**src/rtl/wta_pkg.sv**
```systemverilog
// Shared definitions for the WTA readout bus: arbiter state encoding,
// legal select range and the named register select codes.
package wta_pkg;

    typedef enum logic [1:0] {
        IDLE  = 2'd0,
        DRIVE = 2'd1,
        RESP  = 2'd2
    } wta_state_t;

    localparam int unsigned WTA_SEL_MIN = 1;
    localparam int unsigned WTA_SEL_MAX = 15;

    localparam int unsigned SEL_N      = 1;
    localparam int unsigned SEL_M      = 2;
    localparam int unsigned SEL_P      = 3;
    localparam int unsigned SEL_R1     = 4;
    localparam int unsigned SEL_ROW    = 5;
    localparam int unsigned SEL_COL    = 6;
    localparam int unsigned SEL_CURR   = 7;
    localparam int unsigned SEL_SUM    = 8;
    localparam int unsigned SEL_STA    = 9;
    localparam int unsigned SEL_STB    = 10;
    localparam int unsigned SEL_STC    = 11;
    localparam int unsigned SEL_A      = 12;
    localparam int unsigned SEL_B      = 13;
    localparam int unsigned SEL_R      = 14;
    localparam int unsigned SEL_COREID = 15;

endpackage

```
**src/rtl/rr_picker.sv**
```systemverilog
// Combinational round-robin picker: first set req bit at or above ptr,
// wrapping upward modulo NUM_REQ.
module rr_picker #(
    parameter int NUM_REQ = 4,
    parameter int PTR_W   = 2
) (
    input  logic [NUM_REQ-1:0] req,
    input  logic [PTR_W-1:0]   ptr,
    output logic               found,
    output logic [PTR_W-1:0]   win
);

    always_comb begin
        found = 1'b0;
        win   = '0;
        for (int unsigned k = 0; k < NUM_REQ; k++) begin
            // explicit modulo keeps the wrap correct for non-power-of-two NUM_REQ
            if (!found && req[(32'(ptr) + k) % NUM_REQ]) begin
                found = 1'b1;
                win   = PTR_W'((32'(ptr) + k) % NUM_REQ);
            end
        end
    end

endmodule

```
**src/rtl/wta_bus_arbiter.sv**
```systemverilog
// Round-robin arbiter/sequencer for the shared WTA readout bus: one
// select per transfer, IDLE -> DRIVE -> RESP, registered response.
module wta_bus_arbiter
    import wta_pkg::*;
#(
    parameter int NUM_REQ = 4,
    parameter int SEL_W   = 8,
    parameter int DATA_W  = 16
) (
    input  logic                     clk,
    input  logic                     rst,
    input  logic [NUM_REQ-1:0]       req,
    input  logic [NUM_REQ*SEL_W-1:0] req_sel,
    output logic [NUM_REQ-1:0]       gnt,
    output logic                     busy,
    output logic [SEL_W-1:0]         wta_sel,
    output logic                     wta_en,
    input  logic [DATA_W-1:0]        wta_data,
    output logic [DATA_W-1:0]        rdata,
    output logic [NUM_REQ-1:0]       rvalid,
    output logic                     rerr
);

    localparam int PTR_W = (NUM_REQ > 2) ? $clog2(NUM_REQ) : 1;

    wta_state_t         state, state_next;
    logic [PTR_W-1:0]   ptr;
    logic [PTR_W-1:0]   win;
    logic [SEL_W-1:0]   sel_q;
    logic [DATA_W-1:0]  rdata_q;
    logic               rerr_q;

    logic               pick_found;
    logic [PTR_W-1:0]   pick_win;
    logic [SEL_W-1:0]   pick_sel;
    logic               sel_in_range;

    rr_picker #(
        .NUM_REQ (NUM_REQ),
        .PTR_W   (PTR_W)
    ) u_picker (
        .req   (req),
        .ptr   (ptr),
        .found (pick_found),
        .win   (pick_win)
    );

    always_comb begin
        pick_sel = '0;
        for (int unsigned i = 0; i < NUM_REQ; i++) begin
            if (pick_win == PTR_W'(i)) begin
                pick_sel = req_sel[i*SEL_W +: SEL_W];
            end
        end
    end

    assign sel_in_range = (32'(sel_q) >= WTA_SEL_MIN) && (32'(sel_q) <= WTA_SEL_MAX);

    always_comb begin
        state_next = state;
        gnt        = '0;
        rvalid     = '0;
        wta_sel    = '0;
        wta_en     = 1'b0;
        rerr       = 1'b0;
        busy       = (state != IDLE);
        case (state)
            IDLE: begin
                if (pick_found) begin
                    state_next = DRIVE;
                end
            end
            DRIVE: begin
                gnt        = NUM_REQ'(1) << win;
                wta_sel    = sel_q;
                wta_en     = sel_in_range;
                state_next = RESP;
            end
            RESP: begin
                rvalid     = NUM_REQ'(1) << win;
                rerr       = rerr_q;
                state_next = IDLE;
            end
            default: begin
                state_next = IDLE;
            end
        endcase
    end

    always_ff @(posedge clk) begin
        if (rst) begin
            state   <= IDLE;
            ptr     <= '0;
            win     <= '0;
            sel_q   <= '0;
            rdata_q <= '0;
            rerr_q  <= 1'b0;
        end else begin
            state <= state_next;
            case (state)
                IDLE: begin
                    if (pick_found) begin
                        win   <= pick_win;
                        sel_q <= pick_sel;
                    end
                end
                DRIVE: begin
                    rdata_q <= sel_in_range ? wta_data : '0;
                    rerr_q  <= !sel_in_range;
                end
                RESP: begin
                    ptr <= (win == PTR_W'(NUM_REQ - 1)) ? '0 : win + 1'b1;
                end
                default: ;
            endcase
        end
    end

    assign rdata = rdata_q;

endmodule

```
**config.mk**
```make
export PLATFORM = sky130hd
export DESIGN_NAME = wta_bus_arbiter
export DESIGN_NICKNAME = d
export VERILOG_FILES = /design/src/rtl/wta_pkg.sv /design/src/rtl/rr_picker.sv /design/src/rtl/wta_bus_arbiter.sv
export SDC_FILE = /design/constraint.sdc
export NUM_CORES = 1
export LEC_CHECK = 0
export ABC_AREA = 0
export CAP_MARGIN = 20
export CORE_AREA = 10 10 87 89
export DETAILED_ROUTE_END_ITERATION = 10
export DIE_AREA = 0 0 97 99
export SLEW_MARGIN = 25
export SYNTH_ARGS = -nofsm -noshare
export SYNTH_HDL_FRONTEND = slang
export SYNTH_SLANG_ARGS = --single-unit
```
**constraint.sdc**
```tcl
create_clock -name clk -period 2.1 [get_ports clk]
set_input_delay 0.42 -clock clk [delete_from_list [all_inputs] [get_ports clk]]
set_output_delay 0.42 -clock clk [all_outputs]
set_load 0.01 [all_outputs]
```
==> results of run 1 <==
timing repair:
action / in CTS / in global routing
pin swaps: 0 / 0
endpoints found under the setup margin: 2 / 17
cloned: 0 / 0
endpoints found under the hold margin: 0 / 0
gates resized for setup: 2 / 15
per-stage QoR:
stage	util	TNS, ps
floorplan	-	0
global placement	0.466	-967
detailed placement	0.466	-1300
CTS	0.486	0
global route	0.492	-124
finish	0.492	0
area by class of cell:
class	count	area, µm²
clock inverter	2	35.0
sequential	31	623
tap	75	93.8
multi-input combinational	134	988
clock buffer	6	82.6
fill	575	2970
inverter	6	22.5
timing repair buffer	104	1030
state kept, by name (all words and copies together), names as in the netlist:
name,flops
win,2
rerr_q,1
rdata,16
sel_q,8
ptr,2
state,2
worst paths after layout:
path | startpoint | endpoint | slack, ps | cells past startpoint
max | sel_q[7] | wta_en | 70 | 3
max reg2reg | ptr[1] | sel_q[0] | 300 | 5
min | rdata[15] | rdata[15] | 510 | 2
min reg2reg | rdata[15] | rdata[15] | 510 | 2
layer usage:
layer,routed length (µm),up-vias,part of all wire,GRT usage
met4,27,0,0.0048,0.0204
li1,-,865,-,-
met1,2380,803,0.42,0.127
met5,0,-,0,0
met2,2870,47,0.51,0.198
met3,360,5,0.064,0.0419
critical path, stage by stage, from the launching register on:
cell	delay (ps)
dfxtp_1	320
or4_4	550
nor3_4	180
clkdlybuf4s15_1	280
logic make-up (layout without fill, tap and decap cells):
logic type | count (synthesis) | after routing | synth area share
compound gates | 45 | 45 | 0.236
fa+ha+maj | 4 | 4 | 0.0292
buf+inv | 20 | 118 | 0.0665
flops | 31 | 31 | 0.362
mux | 7 | 7 | 0.0409
simple gates | 78 | 78 | 0.265
report_power, final:
group          switching (mW)  internal (mW)  total, mW
logic                   0.230          0.290      0.519
clock network           0.227          0.384      0.611
registers              0.0337          0.637      0.670
total                   0.490           1.31       1.80
cells in the final DEF (no fill, tap or decap), types with 7 or more instances in the layout:
master / instances
clkdlybuf4s50_1: 78
dfxtp_1: 29
and2_1: 19
nor2_1: 17
buf_4: 15
nor4_1: 13
a22oi_2: 8
nor2_2: 8
a22oi_1: 8
dlymetal6s2s_1: 8
mux2i_1: 7
==> impl_metrics.tcl, run 1 <==
set metrics [dict create \
    status "complete, no violations" \
    row_count 28 \
    syn_to_final_growth_pct 68.0 \
    synthCells 185 \
    drv_cap 0 \
    ys_types 36 \
    io_buffers 88 \
    clkTransAtPathRegs_ps 70 \
    cp_max_fo 3 \
    endpoint_kind "output pin" \
    total_power_mw 1.80 \
    powerDensity_nw_per_um2 626 \
    detail-route-antenna-nets 0 \
    vias 1720 \
    initial_core_util 0.293 \
    cts_inserted_buffers 5 \
    syn_area_um2 1710 \
    drt_pre_antenna_iters 4 \
    yosysSeqAreaShare 0.362 \
    finalCritPeriodShare 0.967 \
    netlist_top_cells_count "dfxtp_1 (31), and2_1 (19), nor2_1 (17), nor4_1 (13)" \
    post_dp_cell_area_um2 2730 \
    first_iter_violations 49 \
    wire_per_inst_um 15.7 \
    place.gp.congestion 0.762 \
    drive_above_1_share 0.180 \
    clock_tree.root_cell "clkbuf_8" \
    cts_tree "yes" \
    maxSlewHeadroom 0.680 \
    synth_edf_count 0 \
    p_leak_nw 1.21 \
    antenna_found_initial 0 \
    slew_viol_final 0 \
    core_area_um2 5850 \
    via_per_inst 4.80 \
    n_antenna_cell 0 \
    holdWs_ps 509 \
    clock_path_buffers 2 \
    rsz0062_at_grt "yes" \
    cts.sinks 31 \
    vdd_drop_max_mv 0.382 \
    place_inst 350 \
    synth_area_leaders "dfxtp_1 (36%), and2_1 (6.9%), a22oi_2 (5.8%), nor4_1 (4.7%), mux2i_1 (4.1%)" \
    die_w_um 97 \
    post-place-ws_ps -294 \
    synth_ff_type "dfxtp_1" \
    die_area_um2 9600 \
    worst_slew_pin_slew_ps 468 \
    grt_overflow 0 \
    nets 340 \
    yosys_warnings 0 \
    grt_pass1_wl_um 9100 \
    ys_ff_latch 31 \
    hold_viol_final 0 \
    syn_avg_cell_area_um2 9.26 \
    clock_latency_ps 280 \
    yosysMostFrequentCell "dfxtp_1" \
    final_area_um2 2880 \
    dp_hpwl_um 4340 \
    max_freq_ghz 0.492 \
    grt_max_degree 31 \
    crit_type "reg -> out" \
    required_ps 1680 \
    htreeDepth 2 \
    ios 89 \
    period_needed_ps 2030 \
    hp-class "reg -> reg" \
    routed_wl_um 5640 \
    finalClockSkew_ps 5.50 \
    hold_buffers 0 \
    grt_pass1_vias 1791 \
    layoutNonFillerInstCount 358 \
    drc 0 \
    yosysTopAreaCellShare 0.362 \
    cts_setup_buffers 0 \
    syn-num-nets 243 \
    grt_use_total 0.112 \
    setup_ws_ps 68.6 \
    startpoint_type "flop" \
    yosys.area.top_type "dfxtp_1" \
    async_flop_share 0 \
    setup_viol 0 \
    die_h_um 99 \
    worstPathArrival_ps 1610 \
]
Note: power is estimated with default switching activity, not from simulation.
==> run 2, diff against run 1 <==
--- a/config.mk
+++ b/config.mk
@@ -7,10 +7,11 @@
 export LEC_CHECK = 0
 export ABC_AREA = 0
 export CAP_MARGIN = 20
-export CORE_AREA = 10 10 87 89
+export CORE_AREA = 10 10 85 87
 export DETAILED_ROUTE_END_ITERATION = 10
-export DIE_AREA = 0 0 97 99
+export DIE_AREA = 0 0 95 97
 export SLEW_MARGIN = 25
 export SYNTH_ARGS = -nofsm -noshare
 export SYNTH_HDL_FRONTEND = slang
+export SYNTH_HIERARCHICAL = 1
 export SYNTH_SLANG_ARGS = --single-unit
==> impl_metrics.tcl, run 2 <==
set metrics [dict create \
    io_buffers 88 \
    synthMuxAreaShare 0.123 \
    setup_viol 0 \
    synth_ff_type "dfxtp_1" \
    yosys.area.top_type "dfxtp_1" \
    grt_overflow 0 \
    hold_viol_final 0 \
    dp_hpwl_um 3910 \
    period_needed_ps 2020 \
    cts.sinks 31 \
    place.gp.congestion 0.679 \
    n_antenna_cell 0 \
    maxSlewHeadroom 0.555 \
    first_iter_violations 31 \
    die_area_um2 9220 \
    p_leak_nw 1.06 \
    grt_max_degree 32 \
    drive_above_1_share 0.157 \
    syn_avg_cell_area_um2 8.67 \
    async_flop_share 0 \
    detail-route-antenna-nets 0 \
    synth_edf_count 0 \
    htreeDepth 2 \
    routed_wl_um 4920 \
    yosysSeqAreaShare 0.381 \
    crit_type "reg -> out" \
    final.setup.tns_ps 0 \
    max_freq_ghz 0.495 \
    ys_ff_latch 31 \
    row_count 27 \
    clock_tree.root_cell "clkbuf_8" \
    finalCritPeriodShare 0.961 \
    core_area_um2 5470 \
    antenna_found_initial 0 \
    layoutNonFillerInstCount 359 \
    hp-class "reg -> reg" \
    initial_core_util 0.298 \
    die_h_um 97 \
    drv_cap 0 \
    met3_usage 0.0571 \
    cp_max_fo 3 \
    ys_types 28 \
    powerDensity_nw_per_um2 599 \
    worst_slew_pin_slew_ps 667 \
    slew_viol_final 0 \
    synth_xor_xnor_area_share 0 \
    status "complete, no violations" \
    grt_busiest_layer "met2" \
    startpoint_type "flop" \
    syn_area_um2 1630 \
    netlist_top_cells_count "nand2_1 (36), dfxtp_1 (31), a21oi_1 (30), and2_1 (17), nand4_1 (16)" \
    grtUsageMet2 0.169 \
    layout_common_cells "clkdlybuf4s50_1 (83), nand2_1 (36), dfxtp_1 (30)" \
    total_power_mw 1.66 \
    drt_pre_antenna_iters 4 \
    largest_register_ffs 16 \
    clkTransAtPathRegs_ps 60 \
    synth_compound_area_frac 0.107 \
    worstPathArrival_ps 1600 \
    ios 89 \
    yosys_warnings 6 \
    grt_use_total 0.105 \
    wire_per_inst_um 13.7 \
    drc 0 \
    synthAdderAreaFrac 0.0307 \
    endpoint_kind "output pin" \
    required_ps 1680 \
    syn_to_final_growth_pct 70.5 \
    n_fill_cell 560 \
    cts_inserted_buffers 5 \
    multi_input_area_um2 922 \
    synthSimpleGateAreaFrac 0.294 \
    vias 1649 \
    yosysTopAreaCellShare 0.381 \
    grt_pass1_wl_um 7960 \
    synthCells 188 \
    synth_area_leaders "dfxtp_1 (38%), mux4_2 (11%), a21oi_1 (9.2%), nand2_1 (8.3%), and2_1 (6.5%)" \
    via_per_inst 4.59 \
    clock_path_buffers 2 \
    grt_pass1_vias 1682 \
    yosysMostFrequentCell "nand2_1" \
    vdd_drop_max_mv 0.300 \
    finalClockSkew_ps 6.18 \
    place_inst 348 \
    seqCellArea_um2 622 \
    nets 344 \
    cts_tree "yes" \
    final_common_cell "clkdlybuf4s50_1" \
    die_w_um 95 \
    synth_top_family_by_area "simple AND/OR/NAND/NOR gates" \
    met1_usage 0.111 \
    clock_latency_ps 280 \
    syn-num-nets 246 \
    rsz0062_at_grt "no" \
]
==> run 2: logic make-up after synthesis <==
| group | count (synthesis) |
|---|---|
| DFF | 31 |
| adders and majority gates | 4 |
| muxes | 10 |
| and+or+nand+nor | 88 |
| AOI/OAI and AO/OA | 33 |
| buffers and inverters | 22 |
==> run 2: what timing repair did <==
action	CTS	global route
cloned	1	0
setup endpoints to repair	21	9
hold buffers	0	0
resized for setup	10	2
pin swaps	2	2
setup buffers	2	0
==> run 2: report_power, final <==
group / leakage [nW] / total [mW] / internal, mW / switching, mW
Clock: 0.0515 / 0.502 / 0.299 / 0.203
Sequential: 0.253 / 0.663 / 0.631 / 0.0321
Combinational: 0.756 / 0.498 / 0.281 / 0.217
==> run 2: path summary, 6_finish.rpt <==
check / from / endpoint / slack (ps) / cells past startpoint
setup reg to reg: ptr[0] / sel_q[3] / 150 / 8
hold reg to reg: rdata[9] / rdata[9] / 450 / 2
setup / recovery: sel_q[0] / wta_en / 80 / 3
hold / removal: rdata[9] / rdata[9] / 450 / 2
==> run 2: layout make-up <==
type                       count  share of cell area
clock buffer                   8              0.0360
multi-input combinational    135               0.332
sequential                    31               0.224
tap                           72              0.0324
timing repair buffer         106               0.367
inverter                       7             0.00946
==> run 2: critical path: stages, from the launching register on <==
cell,delay [ps]
dfxtp_1,320
or4_4,530
and3_4,190
dlygate4sd2_1,280
==> run 2: routing by layer <==
metal,routed length [µm],part of all wire
met5,0,0
met1,2050,0.42
met3,554,0.11
met4,85,0.017
met2,2230,0.45
==> run 2: stage by stage <==
stage | cell area [µm²] | util | hold WS [ps] | worst slack [ps]
floorplan | 1630 | - | 444 | 184
global placement | 2640 | 0.482 | 438 | -309
detailed placement | 2640 | 0.482 | 443 | -335
CTS | 2770 | 0.507 | 452 | 47.9
global route | 2780 | 0.508 | 471 | 11.9
finish | 2780 | 0.508 | 448 | 81.8
